==> src/rtl/mat_result_writer.sv <==
// Multiply-accumulates DIM operand pairs per element and writes each result row-major into result RAM.
// Latency: write one cycle after the DIM-th pair of an element; in_ready drops for that write cycle only.
module mat_result_writer #(
  parameter  int DIM  = 3,
  parameter  int DW   = 8,
  parameter  int ACCW = 2*DW + $clog2(DIM) + 1,
  localparam int AW   = $clog2(DIM*DIM-1) + 1
) (
  input  logic            clk,
  input  logic            rst,
  input  logic            start,
  input  logic            in_valid,
  input  logic [DW-1:0]   in_a,
  input  logic [DW-1:0]   in_b,
  output logic            in_ready,
  output logic            wr_en,
  output logic [AW-1:0]   wr_addr,
  output logic [ACCW-1:0] wr_data,
  output logic            busy,
  output logic            done
);

  localparam int CW = (DIM > 1) ? $clog2(DIM) : 1;

  typedef enum logic [1:0] {S_IDLE, S_ACC, S_WRITE, S_DONE} state_t;

  state_t          r_state;
  logic [ACCW-1:0] r_acc;
  logic [CW-1:0]   r_k;
  logic [CW-1:0]   r_row;
  logic [CW-1:0]   r_col;
  logic            r_in_ready;
  logic            r_wr_en;
  logic [AW-1:0]   r_wr_addr;
  logic [ACCW-1:0] r_wr_data;
  logic            r_busy;
  logic            r_done;

  logic            w_fire;
  logic [ACCW-1:0] w_prod;
  logic [ACCW-1:0] w_sum;
  logic            w_last_k;
  logic            w_last_col;
  logic            w_last_row;
  logic [AW-1:0]   w_addr;

  assign w_fire     = in_valid && r_in_ready;
  assign w_prod     = ACCW'(in_a) * ACCW'(in_b);
  assign w_sum      = r_acc + w_prod;
  assign w_last_k   = (r_k   == CW'(DIM-1));
  assign w_last_col = (r_col == CW'(DIM-1));
  assign w_last_row = (r_row == CW'(DIM-1));
  assign w_addr     = AW'(r_row) * AW'(DIM) + AW'(r_col);

  always_ff @(posedge clk) begin
    if (rst) begin
      r_state    <= S_IDLE;
      r_acc      <= '0;
      r_k        <= '0;
      r_row      <= '0;
      r_col      <= '0;
      r_in_ready <= 1'b0;
      r_wr_en    <= 1'b0;
      r_wr_addr  <= '0;
      r_wr_data  <= '0;
      r_busy     <= 1'b0;
      r_done     <= 1'b0;
    end else begin
      r_wr_en <= 1'b0;
      case (r_state)
        S_IDLE, S_DONE: begin
          if (start) begin
            r_acc      <= '0;
            r_k        <= '0;
            r_row      <= '0;
            r_col      <= '0;
            r_busy     <= 1'b1;
            r_done     <= 1'b0;
            r_in_ready <= 1'b1;
            r_state    <= S_ACC;
          end
        end
        S_ACC: begin
          if (w_fire) begin
            r_acc <= w_sum;
            if (w_last_k) begin
              // The write strobe is registered here so it lands exactly one cycle after the last pair.
              r_k        <= '0;
              r_in_ready <= 1'b0;
              r_wr_en    <= 1'b1;
              r_wr_addr  <= w_addr;
              r_wr_data  <= w_sum;
              r_state    <= S_WRITE;
            end else begin
              r_k <= r_k + 1'b1;
            end
          end
        end
        S_WRITE: begin
          r_acc <= '0;
          if (w_last_col) begin
            r_col <= '0;
            r_row <= r_row + 1'b1;
          end else begin
            r_col <= r_col + 1'b1;
          end
          if (w_last_row && w_last_col) begin
            r_busy  <= 1'b0;
            r_done  <= 1'b1;
            r_state <= S_DONE;
          end else begin
            r_in_ready <= 1'b1;
            r_state    <= S_ACC;
          end
        end
        default: r_state <= S_IDLE;
      endcase
    end
  end

  assign in_ready = r_in_ready;
  assign wr_en    = r_wr_en;
  assign wr_addr  = r_wr_addr;
  assign wr_data  = r_wr_data;
  assign busy     = r_busy;
  assign done     = r_done;

endmodule

==> config.mk <==
export PLATFORM = sky130hd
export DESIGN_NAME = mat_result_writer
export DESIGN_NICKNAME = d
export VERILOG_FILES = /design/src/rtl/mat_result_writer.sv
export SDC_FILE = /design/constraint.sdc
export NUM_CORES = 1
export LEC_CHECK = 0
export CORE_MARGIN = 2
export CORE_UTILIZATION = 45
export CTS_CLUSTER_DIAMETER = 80
export DETAILED_ROUTE_END_ITERATION = 16
export GPL_TIMING_DRIVEN = 0
export PLACE_DENSITY_LB_ADDON = 0.08
export SYNTH_ARGS = -nofsm -noshare
export SYNTH_HDL_FRONTEND = slang
export SYNTH_SLANG_ARGS = --single-unit
==> constraint.sdc <==
create_clock -name clk -period 6.1 [get_ports clk]
set_input_delay 0.915 -clock clk [delete_from_list [all_inputs] [get_ports clk]]
set_output_delay 0.915 -clock clk [all_outputs]
set_load 0.03 [all_outputs]
=== Word level (Yosys, flattened, before mapping) ===
Cells that the tools add are included.

* Flip-flop bits (word level): 54
* Input port bits: 20
* Output and inout port bits: 27
* Word-level logic and storage cells: 74

* Add/subtract/negate cells: 5
* $mul: 2
* Equality and inequality tests: 12
* Muxes and demuxes: 27
* Bitwise gates (word level): 2
* Reductions and logical operators: 15

{| class="wikitable"
|+ Operators by type and width
! kind !! count
|-
| $pmux 19 s3 || 1
|-
| $mux 19 || 2
|-
| $add 19x16->19 || 1
|-
| $mux 2 || 9
|-
| $mul 8x8->16 || 1
|-
| $reduce_and 3->1 || 5
|-
| $ne 2x2->1 const B || 6
|-
| $pmux 2 s2 || 3
|-
| $eq 2x2->1 const B || 5
|-
| $mux 1 || 8
|-
| $add 2x1->2 const B || 3
|-
| $pmux 2 s3 || 1
|-
| $add 4x2->4 || 1
|-
| $mul 2x2->4 const B || 1
|-
| $pmux 1 s2 || 2
|-
| $reduce_and 2->1 || 2
|-
| $reduce_and 4->1 || 1
|-
| $reduce_bool 2->1 || 2
|-
| $pmux 1 s3 || 1
|-
| $reduce_or 3->1 || 1
|-
| $eq 2x1->1 const B || 1
|-
| $logic_and 1x1->1 || 2
|-
| $logic_not 2->1 || 1
|-
| $not 1->1 || 2
|-
| $reduce_or 2->1 || 1
|}

=== Logic depth before layout (Yosys ltp) ===
Gate-level depths: netlist (run 1).

* Depth in word-level cells: 4
* Mapped depth: 17

=== Least setup slack after synthesis (run 1) ===
OpenSTA, ideal clock, no wires.

* Kind: in2reg
* Start point: input in_b[1]
* End point: register r_acc[15]
* Setup time: 0.063 ns
* Arrival: 4.792 ns
* Required time: 6.037 ns
* Slack: 1.245 ns
* Stages on the path: 15
* Path buffers: 1
* Cells stage by stage: clkbuf_1 -> nand2_1 -> fa_1 -> inv_1 -> fa_1 -> fa_1 -> inv_1 -> fa_1 -> inv_1 -> ha_1 -> a21o_1 -> a221oi_4 -> o211ai_2 -> or3_1 -> nand3_1

* Cells in the longest elaborated chain, start to end: 4

{| class="wikitable"
|+ RTL lines
! what !! line !! text
|-
| start: declaration || 14 || <nowiki>input logic [DW-1:0] in_b,</nowiki>
|-
| $mul 8x8->16 || 48 || <nowiki>assign w_prod = ACCW'(in_a) * ACCW'(in_b);</nowiki>
|-
| $add 19x16->19 || 49 || <nowiki>assign w_sum = r_acc + w_prod;</nowiki>
|-
| $mux 19 || 84 || <nowiki>if (w_fire) begin</nowiki>
|-
| $pmux 19 s3 || 70 || <nowiki>case (r_state)</nowiki>
|-
| end signal: assignment || 85 || <nowiki>r_acc <= w_sum;</nowiki>
|-
| end: declaration || 28 || <nowiki>logic [ACCW-1:0] r_acc;</nowiki>
|}

Every way passes these cells. The select of a mux whose other input is x is not followed.
A chain may end at the register's enable or synchronous reset.

=== Final worst setup path (run 1) ===
* Start point: input in_a[4]
* End point: register r_wr_data[18] (netlist: wr_data[18])

* Cells in the longest elaborated chain, start to end: 2

{| class="wikitable"
|+ RTL lines
! what !! line !! text
|-
| start: declaration || 13 || <nowiki>input logic [DW-1:0] in_a,</nowiki>
|-
| $mul 8x8->16 || 48 ||
|-
| $add 19x16->19 || 49 ||
|-
| end signal: assignment || 92 || <nowiki>r_wr_data <= w_sum;</nowiki>
|-
| end: declaration || 35 || <nowiki>logic [ACCW-1:0] r_wr_data;</nowiki>
|}

Every way passes these cells.

==> summary.md, run 1 <==
| Metric | Value |
|---|---|
| Placed cell areas | between 5000 and 6000 µm² |
| Post-Synth Adder-Cell Area | 32.5% |
| Top cells by area, synth | dfxtp_1 (22%), fa_1 (21%), ha_1 (12%), inv_1 (7.8%), nand2_1 (5.5%) |
| Buf/Inv on CP | 5 |
| Root Driver | clkbuf_8 |
| Wire per inst | about 15 µm |
| Slew margin rel. | around 56% |
| Most frequent CP cell | fa_1 |
| Max VDD drop | 0.000198 V |
| Die width | 109 µm |
| Met3 wire length | between 300 and 400 µm |
| I/O Buffers | 44 |
| CP max stage cell | clkdlybuf4s50_1 |
| Top_reg_cell synth | dfxtp_1 |
| Ys async rst share | 0% |
| Minimum clock period after layout | roughly 5500 ps |
| # Post-CTS Setup Buffers | 0 |
| CTS Hold Buffers Added | 0 |
| Syn_nets | slightly above 700 |
| Maxcap violations | 0 |
| WS Path Type | input port to flop |
| Share of cells above drive strength 1 | under 10% |
| CTS tree | done |
| Crit path max-delay family | adder cells |
| Pwr dens | between 200 and 300 nW/µm² |
| Largest family of logic cells by synthesized area | adder cells |
| TNS Setup | 0 ps |
| Min-delay worst type | flop to flop |
| DR vias | 4028 |
| Least-Margin Pin Slew | approximately 660 ps |
| Vias in the first global route | between 4000 and 5000 |
| DR vias/cell | 5.09 |
| Synthesized instance count | roughly 600 |
| Tcrit/Tclk final | between 80% and 90% |
| Worst setup EP type | flop |
| Synth cell types | between 50 and 60 |
| Core Rows | 38 |
| Number of clock sinks | 54 |
| Pwr Total | 1590 µW |
| RSZ-0062 raised after global routing | false |
| Most frequent cells in the layout | inv_1 (104), nand2_1 (73), dfxtp_1 (54) |
| Die Y | approximately 110 µm |
| Number of cells on the critical path | 16 |
| Flip-flop and latch area | ~1100 µm² |
| Final Hold Viols | 0 |
| Mux cell area share after synthesis | 1.20% |
| Post-Route M1 WL | between 5000 and 6000 µm |
| Max-slew violation count | 0 |
| Max H-tree Level | 2 |
| Area delta synth->final | 14.6% |
| Num ports | 47 |
| FMAX | roughly 0.18 GHz |
| Final setup violation count | 0 |
| Total global routing overflow | 0 |
| CP startpoint kind | input port |
| Largest net degree at the start of global routing | 19 |
| Crit path from | in_a[4] |
| Resized Gates After CTS | 0 |
| Fill cell count | 1097 |
| Cell taking the most area after synthesis | dfxtp_1 |
| Post-synthesis register bit count | 54 |
| Crit path largest cell delay | roughly 660 ps |
| Worst Hold Launch | wr_data[0] |
| Clock skew | 6.01 ps |
| Cells after DPL | 783 |
| Compound-Gate Fraction of Synth Area | between 10 and 15% |
| Hold depth | 2 |
| Final Instance Count excl. Fillers | between 700 and 800 |
| Worst skew pair latency | around 320 ps |
| CP max FO | 9 |
| GPL Wtd Cong | ~0.85 |
| Synth Area in Simple Gates | a little under 20% |
| Cell Chain, Critical Path | clkdlybuf4s50_1 > nand2_1 > fa_1 > inv_1 > fa_1 > inv_1 > fa_1 > fa_1 > inv_1 > ha_1 > buf_4 > a21oi_1 > o21ai_1 > a41o_1 > or3_1 > a32o_1 |
| Worst EP required | between 6000 and 7000 ps |
| Crit Reg-Reg Startpoint | r_acc[7] |
| Drt initial violations | approximately 130 |
| Drt first pass iters | 4 |
| Xor/xnor share of the synthesized area | around 1.7% |
| Final Cell Area | 5740 µm² |
| Sequential area share after synthesis | between 20% and 30% |
| CTS Buffer Depth | 2 |
| Final nets | 769 |
| Post-DP HPWL | ~9500 µm |
| EDFF count, synth | 0 |
| Inserted Clock Buffers | 5 |
| Top-area cell type share of the netlist area | a little over a fifth |
| Initial Util | between 40% and 50% |
| Routed wire length on met2 | 5370 µm |
| Cell Area, Synth | 5010 µm² |
| First-pass GRT wire length | around 20000 µm |
| Yosys warnings | 0 |
| Core area | approximately 11000 µm² |
| Tot GR Track Use | between 20% and 30% |
| CP arrival | 5680 ps |
| Antenna viol nets, final | 0 |
| Area of the multi-input gates | 3450 µm² |
| Final wirelength | 11500 µm |
| Top layer in use | met4 |
| Reg2Reg Depth | 14 |
| Leak pwr | between 0.002 and 0.003 µW |
| Status | complete, no violations |
| Synth Area per Inst | 8.36 µm² |
| Diodes inserted | 0 |
| Most common cell after layout, fill and taps aside | inv_1 |
| Clk pin slew, worst setup/hold paths | approximately 100 ps |
| Drt drc | 0 |
| Antenna violations before repair | 0 |
| Die ar. | between 10000 and 15000 µm² |
==> through the flow <==
stage / util, % / hold slack, ps / setup WS (ps)
floorplan: - / 432 / 1250
global placement: 51.9 / 447 / 304
detailed placement: 51.9 / 451 / 310
CTS: 52.9 / 467 / 619
global route: 52.9 / 488 / 379
finish: 52.9 / 465 / 632
==> path summary, 6_finish.rpt <==
kind                      end  slack (ps)
setup / recovery  wr_data[18]         630
hold / removal     wr_data[0]         460
setup reg to reg    r_acc[13]        1720
hold reg to reg    wr_data[0]         460
==> area by class of cell <==
| type | instances | area share, % |
|---|---|---|
| Multi-Input combinational cell | 421 | 60.1 |
| Sequential cell | 54 | 18.8 |
| Timing Repair Buffer | 44 | 7.67 |
| Inverter | 105 | 6.87 |
| Tap cell | 140 | 3.05 |
| Buffer | 19 | 1.44 |
| Clock buffer | 5 | 1.20 |
| Clock inverter | 3 | 0.828 |
==> synth_stat cells, types with 2 or more instances <==
master	instances
and2_1	38
or4_1	2
a21o_1	6
inv_1	104
buf_2	6
xnor2_1	5
a211oi_1	4
nor2b_1	5
nor2_1	41
xor2_1	5
nand4_1	4
o21ai_0	10
nor3_1	11
a31oi_1	4
o21bai_1	2
o31ai_1	3
nand3_1	11
clkbuf_1	9
a22o_1	3
o211ai_1	2
o21a_1	2
ha_1	47
a221oi_1	3
dfxtp_1	54
and3_1	7
nor4_1	3
o21ai_1	2
buf_1	3
a22oi_1	10
nand2b_1	4
fa_1	52
mux2i_1	6
a21oi_1	37
or3_1	2
nand2_1	73
==> worst register-to-register path, cell delays in order (launching register included) <==
cell and delay [ps]:
dfxtp_1 360, inv_1 70, fa_1 520, inv_1 50, fa_1 460, fa_1 500, inv_1 60, fa_1 550
inv_1 50, ha_1 350, a21o_1 240, a221o_2 460, a21oi_1 340, xor2_1 180, o22ai_1 80
==> power by group <==
| part | leakage [µW] | switching (µW) | internal (µW) |
|---|---|---|---|
| logic | 0.00212 | 607 | 351 |
| clock network | 0.0000587 | 128 | 125 |
| registers | 0.000436 | 12.3 | 367 |
| total | 0.00262 | 748 | 843 |
==> flip-flops by register name (all words and copies together), names as in the netlist <==
signal and count:
done 1, r_col 2, wr_en 1, wr_data 19, r_acc 19, busy 1
wr_addr 4, r_row 2, r_state 2, in_ready 1, r_k 2
==> layer usage <==
| metal | GRT usage, % | vias to the layer above |
|---|---|---|
| met5 | 0 | - |
| met4 | 4.61 | 0 |
| met3 | 2.55 | 7 |
| met2 | 34.3 | 69 |
| met1 | 29.3 | 1904 |
| li1 | - | 2048 |
==> kinds of logic after synthesis <==
group / Yosys count
buffers and inverters: 124
adders and majority gates: 99
AOI/OAI and AO/OA: 101
and+or+nand+nor: 205
xor gates and xnor gates: 10
DFF: 54
muxes: 6
(Power assumes the default switching activity.)
==> run 2, diff against run 1 <==
--- a/config.mk
+++ b/config.mk
@@ -9,7 +9,7 @@
 export CORE_UTILIZATION = 45
 export CTS_CLUSTER_DIAMETER = 80
 export DETAILED_ROUTE_END_ITERATION = 16
-export GPL_TIMING_DRIVEN = 0
+export GPL_TIMING_DRIVEN = 1
 export PLACE_DENSITY_LB_ADDON = 0.08
 export SYNTH_ARGS = -nofsm -noshare
 export SYNTH_HDL_FRONTEND = slang
==> summary.md, run 2 (synthesis gave the netlist of run 1 again) <==
| Metric | Value |
|---|---|
| Wire per inst | 14.7 µm (was 14.6 µm) |
| Least-Margin Pin Slew | 1090 ps (was 663 ps) |
| # Post-CTS Setup Buffers | 0 (unchanged) |
| Worst EP required | 6310 ps (about the same) |
| Diodes inserted | 0 (unchanged) |
| Fill cell count | 1037 (was 1097) |
| Most frequent cells in the layout | inv_1 (104), nand2_1 (73), dfxtp_1 (54) (unchanged) |
| CP max stage cell | clkdlybuf4s50_1 (unchanged) |
| Drt drc | 0 (unchanged) |
| Maxcap violations | 0 (unchanged) |
| I/O Buffers | 46 (was 44) |
| Tot GR Track Use | 20.5% (was 20.8%) |
| DR vias | 4011 (was 4028) |
| Reg2Reg Depth | 14 (unchanged) |
| Drt first pass iters | 4 (unchanged) |
| Die Y | 109 µm (unchanged) |
| Worst skew pair latency | 310 ps (was 320 ps) |
| Final wirelength | 11500 µm (about the same) |
| WS Path Type | input port to flop (unchanged) |
| Clk pin slew, worst setup/hold paths | 100 ps (about the same) |
| GPL Wtd Cong | 0.866 (was 0.847) |
| Total global routing overflow | 0 (unchanged) |
| First-pass GRT wire length | 19600 µm (was 19800 µm) |
| FMAX | 0.183 GHz (about the same) |
| Max VDD drop | 0.000175 V (was 0.000198 V) |
| WHS | 457 ps (was 465 ps) |
| RSZ-0062 raised after global routing | false (unchanged) |
| CTS Buffer Depth | 2 (unchanged) |
| TNS Setup | 0 ps (unchanged) |
| Die ar. | 12000 µm² (unchanged) |
| Status | complete, no violations (unchanged) |
| Most frequent CP cell | fa_1 (unchanged) |
| Clock skew | 10.5 ps (was 6.01 ps) |
| Core area | 10800 µm² (unchanged) |
| Core Rows | 38 (unchanged) |
| Most common cell after layout, fill and taps aside | inv_1 (unchanged) |
| CTS Hold Buffers Added | 0 (unchanged) |
| Inserted Clock Buffers | 5 (unchanged) |
| Pwr dens | 271 nW/µm² (was 277 nW/µm²) |
| Drt initial violations | 221 (was 128) |
| Final setup violation count | 0 (unchanged) |
| Num ports | 47 (unchanged) |
| Slew margin rel. | 26.8% (was 55.7%) |
| DR vias/cell | 5.15 (was 5.09) |
| Crit path largest cell delay | 660 ps (about the same) |
| Max H-tree Level | 2 (unchanged) |
| Largest net degree at the start of global routing | 50 (was 19) |
| CP arrival | 5680 ps (about the same) |
| Tcrit/Tclk final | 89.7% (was 89.6%) |
| Antenna violations before repair | 0 (unchanged) |
| CP max FO | 9 (unchanged) |
| Antenna viol nets, final | 0 (unchanged) |
| CTS tree | done (unchanged) |
| Worst setup EP type | flop (unchanged) |
| Root Driver | clkbuf_8 (unchanged) |
| CP startpoint kind | input port (unchanged) |
| Max-slew violation count | 0 (unchanged) |
| Initial Util | 46.2% (unchanged) |
| Number of clock sinks | 54 (unchanged) |
| Final nets | 757 (was 769) |
| Cell Chain, Critical Path | clkdlybuf4s50_1 > nand2_1 > fa_1 > inv_1 > fa_1 > inv_1 > fa_1 > fa_1 > inv_1 > ha_1 > a21oi_1 > o21ai_1 > a41o_1 > or3_1 > a32o_1 (was clkdlybuf4s50_1 > nand2_1 > fa_1 > inv_1 > fa_1 > inv_1 > fa_1 > fa_1 > inv_1 > ha_1 > buf_4 > a21oi_1 > o21ai_1 > a41o_1 > or3_1 > a32o_1) |
| Final Hold Viols | 0 (unchanged) |
| Area delta synth->final | 13.7% (was 14.6%) |
| Die width | 109 µm (unchanged) |
| Leak pwr | 0.00259 µW (was 0.00262 µW) |
| Resized Gates After CTS | 0 (unchanged) |
| Min-delay worst type | flop to flop (unchanged) |
| Share of cells above drive strength 1 | 3.76% (was 3.99%) |
| Hold depth | 2 (unchanged) |
| Post-DP HPWL | 9220 µm (was 9490 µm) |
| Minimum clock period after layout | 5470 ps (about the same) |
| Vias in the first global route | 4009 (was 4078) |
==> run 2: cell count changes in the layout (fill, tap and decap cells not counted), moves of 2 or more <==
cell	previous run	this run
buf_1	3	0
buf_2	6	0
buf_4	1	5
clkbuf_1	9	0
clkdlybuf4s50_1	44	46
==> run 2: worst max-delay path, delay by kind of cell <==
family / cells / cell delay [ps]
AOI/OAI and AO/OA: 4 / 890
buffers and inverters: 4 / 820
adders and majority gates: 5 / 2550
and+or+nand+nor: 2 / 490
==> run 2: layout make-up <==
class / count / area (µm²) / area share [%]
clock buffers: 5 / 68.8 / 1.21
clock inverters: 3 / 28.8 / 0.505
inverters: 105 / 394 / 6.92
multi-input cells: 421 / 3450 / 60.6
flip-flops and latches: 54 / 1080 / 19.0
well taps: 140 / 175 / 3.08
repair buffers: 51 / 498 / 8.74
==> run 2: worst paths after layout <==
check | startpoint | to | slack (ps)
worst max-delay path | in_a[4] | wr_data[18] | 630
worst min-delay path | wr_addr[0] | wr_addr[0] | 460
worst max register to register | r_acc[7] | wr_data[18] | 1810
worst min register to register | wr_addr[0] | wr_addr[0] | 460
==> run 2: metal layers <==
metal / vias to the layer above / GRT usage (%) / routed length [µm]
met4: 0 / 3.89 / 77
met5: - / 0 / 0
li1: 2025 / - / -
met2: 63 / 32.8 / 5260
met1: 1917 / 29.8 / 5770
met3: 6 / 2.61 / 360
==> run 2: power breakdown <==
| part | internal [µW] | switching [µW] | leakage (µW) |
|---|---|---|---|
| Combinational | 347 | 600 | 0.00211 |
| Clock | 85.5 | 131 | 0.0000502 |
| Sequential | 367 | 13.7 | 0.000436 |
| Total | 799 | 744 | 0.00259 |
==> run 2: per-stage QoR <==
| stage | area [µm²] | worst slack [ps] | total power (µW) | std cells | utilization, % |
|---|---|---|---|---|---|
| floorplan | 5010 | 1250 | 1100 | 599 | - |
| global placement | 5600 | 386 | 1320 | 771 | 51.6 |
| detailed placement | 5600 | 325 | 1330 | 771 | 51.6 |
| CTS | 5700 | 635 | 1550 | 779 | 52.5 |
| global route | 5700 | 461 | 1700 | 779 | 52.5 |
| finish | 5700 | 630 | 1540 | 779 | 52.5 |
==> run 3, diff against run 2 <==
==> constraint.sdc (replaced) <==
create_clock -name clk -period 6.3 [get_ports clk]
set_input_delay 0.945 -clock clk [delete_from_list [all_inputs] [get_ports clk]]
set_output_delay 0.945 -clock clk [all_outputs]
set_load 0.03 [all_outputs]
==> summary.md, run 3 (synthesis gave the netlist of run 1 again) <==
| Metric | Value |
|---|---|
| First-pass GRT wire length | 19900 µm (was 19600 µm) |
| Drt drc | 0 (unchanged) |
| Max-slew violation count | 0 (unchanged) |
| CTS Buffer Depth | 2 (unchanged) |
| Root Driver | clkbuf_8 (unchanged) |
| Number of clock sinks | 54 (unchanged) |
| Hold depth | 2 (unchanged) |
| Largest net degree at the start of global routing | 50 (unchanged) |
| Minimum clock period after layout | about 5500 ps |
| Tcrit/Tclk final | between 80 and 90% |
| Area of the multi-input gates | 3450 µm² (unchanged) |
| Max VDD drop | 0.000155 V (was 0.000175 V) |
| Worst setup EP type | flop (unchanged) |
| RSZ-0062 raised after global routing | false (unchanged) |
| WHS Endpoint | wr_data[2] (was wr_addr[0]) |
| DR vias/cell | 5.20 (was 5.15) |
| Drt initial violations | 235 (was 221) |
| Core area | 10800 µm² (unchanged) |
| Leak pwr | 0.00260 µW (was 0.00259 µW) |
| CP startpoint kind | input port (unchanged) |
| CTS tree | done (unchanged) |
| Clk pin slew, worst setup/hold paths | 110 ps (was 100 ps) |
| Fill cell count | 1031 (was 1037) |
| Post-DP HPWL | 9110 µm (was 9220 µm) |
| Maxcap violations | 0 (unchanged) |
| Status | complete, no violations (unchanged) |
| Antenna violations before repair | 0 (unchanged) |
| DR vias | 4048 (was 4011) |
| Slew margin rel. | 26.7% (was 26.8%) |
| Min-delay worst type | flop to flop (unchanged) |
| Worst skew pair latency | 320 ps (was 310 ps) |
| Crit Reg-Reg Startpoint | r_acc[6] (was r_acc[7]) |
| Final setup violation count | 0 (unchanged) |
| Wire per inst | 14.5 µm (was 14.7 µm) |
| Pwr dens | 267 nW/µm² (was 271 nW/µm²) |
| Share of cells above drive strength 1 | 3.61% (was 3.76%) |
| # Post-CTS Setup Buffers | 0 (unchanged) |
| CTS Hold Buffers Added | 0 (unchanged) |
| Area delta synth->final | 14.0% (was 13.7%) |
| Initial Util | 46.2% (unchanged) |
| Most frequent cells in the layout | inv_1 (104), nand2_1 (73), dfxtp_1 (54) (unchanged) |
| Worst Hold Launch | wr_data[2] (was wr_addr[0]) |
| Crit path from | in_a[4] (unchanged) |
| Most common cell after layout, fill and taps aside | inv_1 (unchanged) |
| Flip-flop and latch area | 1080 µm² (unchanged) |
| Total global routing overflow | 0 (unchanged) |
| FMAX | 0.182 GHz |
| Antenna viol nets, final | 0 (unchanged) |
| I/O Buffers | 46 (unchanged) |
| Clock skew | 13.7 ps (was 10.5 ps) |
| WS Path Type | input port to flop (unchanged) |
| Diodes inserted | 0 (unchanged) |
| Drt first pass iters | 6 (was 4) |
| Final Hold Viols | 0 (unchanged) |
| Tot GR Track Use | 20.9% (was 20.5%) |
| Max H-tree Level | 2 (unchanged) |
| R2r setup slk | 1990 ps (was 1810 ps) |
| Die Y | 109 µm (unchanged) |
| Resized Gates After CTS | 0 (unchanged) |
| Vias in the first global route | 4012 (was 4009) |
| Fin util | 52.7% (was 52.5%) |
| Inserted Clock Buffers | 5 (unchanged) |
| Die width | 109 µm (unchanged) |
| GPL Wtd Cong | 0.877 (was 0.866) |
| Reg2Reg Depth | 14 (unchanged) |
| CP max FO | 9 (unchanged) |
| TNS Setup | 0 ps (unchanged) |
| Least-Margin Pin Slew | 1090 ps (about the same) |
| Final nets | 756 (was 757) |
| Core Rows | 38 (unchanged) |
| Num ports | 47 (unchanged) |
| Die ar. | 12000 µm² (unchanged) |
| Worst EP required | 6530 ps (was 6310 ps) |
| Final wirelength | 11300 µm (was 11500 µm) |
| Worst reg2reg path endpoint | r_acc[13] (was wr_data[18]) |
| CP arrival | 5710 ps (was 5680 ps) |
run 3: changes by cell type in the layout (fill, tap and decap cells not counted), sizes merged:
| cell | delta |
|---|---|
| clkinv | -2 |
| buf | -1 |
| bufinv | +1 |
| clkinvlp | +1 |
run 3: power by group:
part | switching (µW) | leakage (µW) | internal [µW] | total (µW)
Clock | 128 | 0.0000563 | 121 | 249
Combinational | 578 | 0.00210 | 330 | 908
Sequential | 12.5 | 0.000436 | 355 | 368
run 3: worst max-delay path, cell delays in order:
cell,delay (ps)
clkdlybuf4s50_1,660
nand2_1,130
fa_1,540
inv_1,50
fa_1,540
inv_1,60
fa_1,500
fa_1,550
inv_1,40
ha_1,410
a21oi_1,240
o21ai_1,120
a41o_1,290
or3_1,360
a32o_1,250
run 3: worst max path at each step:
stage / endpoint / slack (ps) / cells past startpoint
finish: wr_data[18] / 820 / 15
global route: wr_data[18] / 620 / 15
floorplan: r_acc[15] / 1420 / 15
CTS: wr_data[18] / 840 / 15
global placement: wr_data[18] / 540 / 15
detailed placement: wr_data[18] / 530 / 15
run 3: final cells by class:
type / count / area share, %
Clock inverter: 3 / 0.855
Timing Repair Buffer: 50 / 8.59
Inverter: 105 / 6.90
Tap cell: 140 / 3.07
Multi-Input combinational cell: 421 / 60.4
Sequential cell: 54 / 18.9
Clock buffer: 5 / 1.21
run 3: metrics by stage:
| step | hold slack (ps) | total power (µW) | std cells | cell area (µm²) | worst slack [ps] |
|---|---|---|---|---|---|
| floorplan | 432 | 1070 | 599 | 5010 | 1420 |
| detailed placement | 449 | 1270 | 770 | 5590 | 527 |
| global route | 480 | 1680 | 778 | 5710 | 620 |
| CTS | 464 | 1530 | 778 | 5710 | 838 |
| global placement | 445 | 1280 | 770 | 5590 | 541 |
| finish | 462 | 1520 | 778 | 5710 | 818 |
run 3: routing by layer:
layer	share of wire, %	global-route usage (%)
met5	0	0
met4	1.7	5.42
met3	3.9	2.37
met2	46	33.3
met1	49	30.0
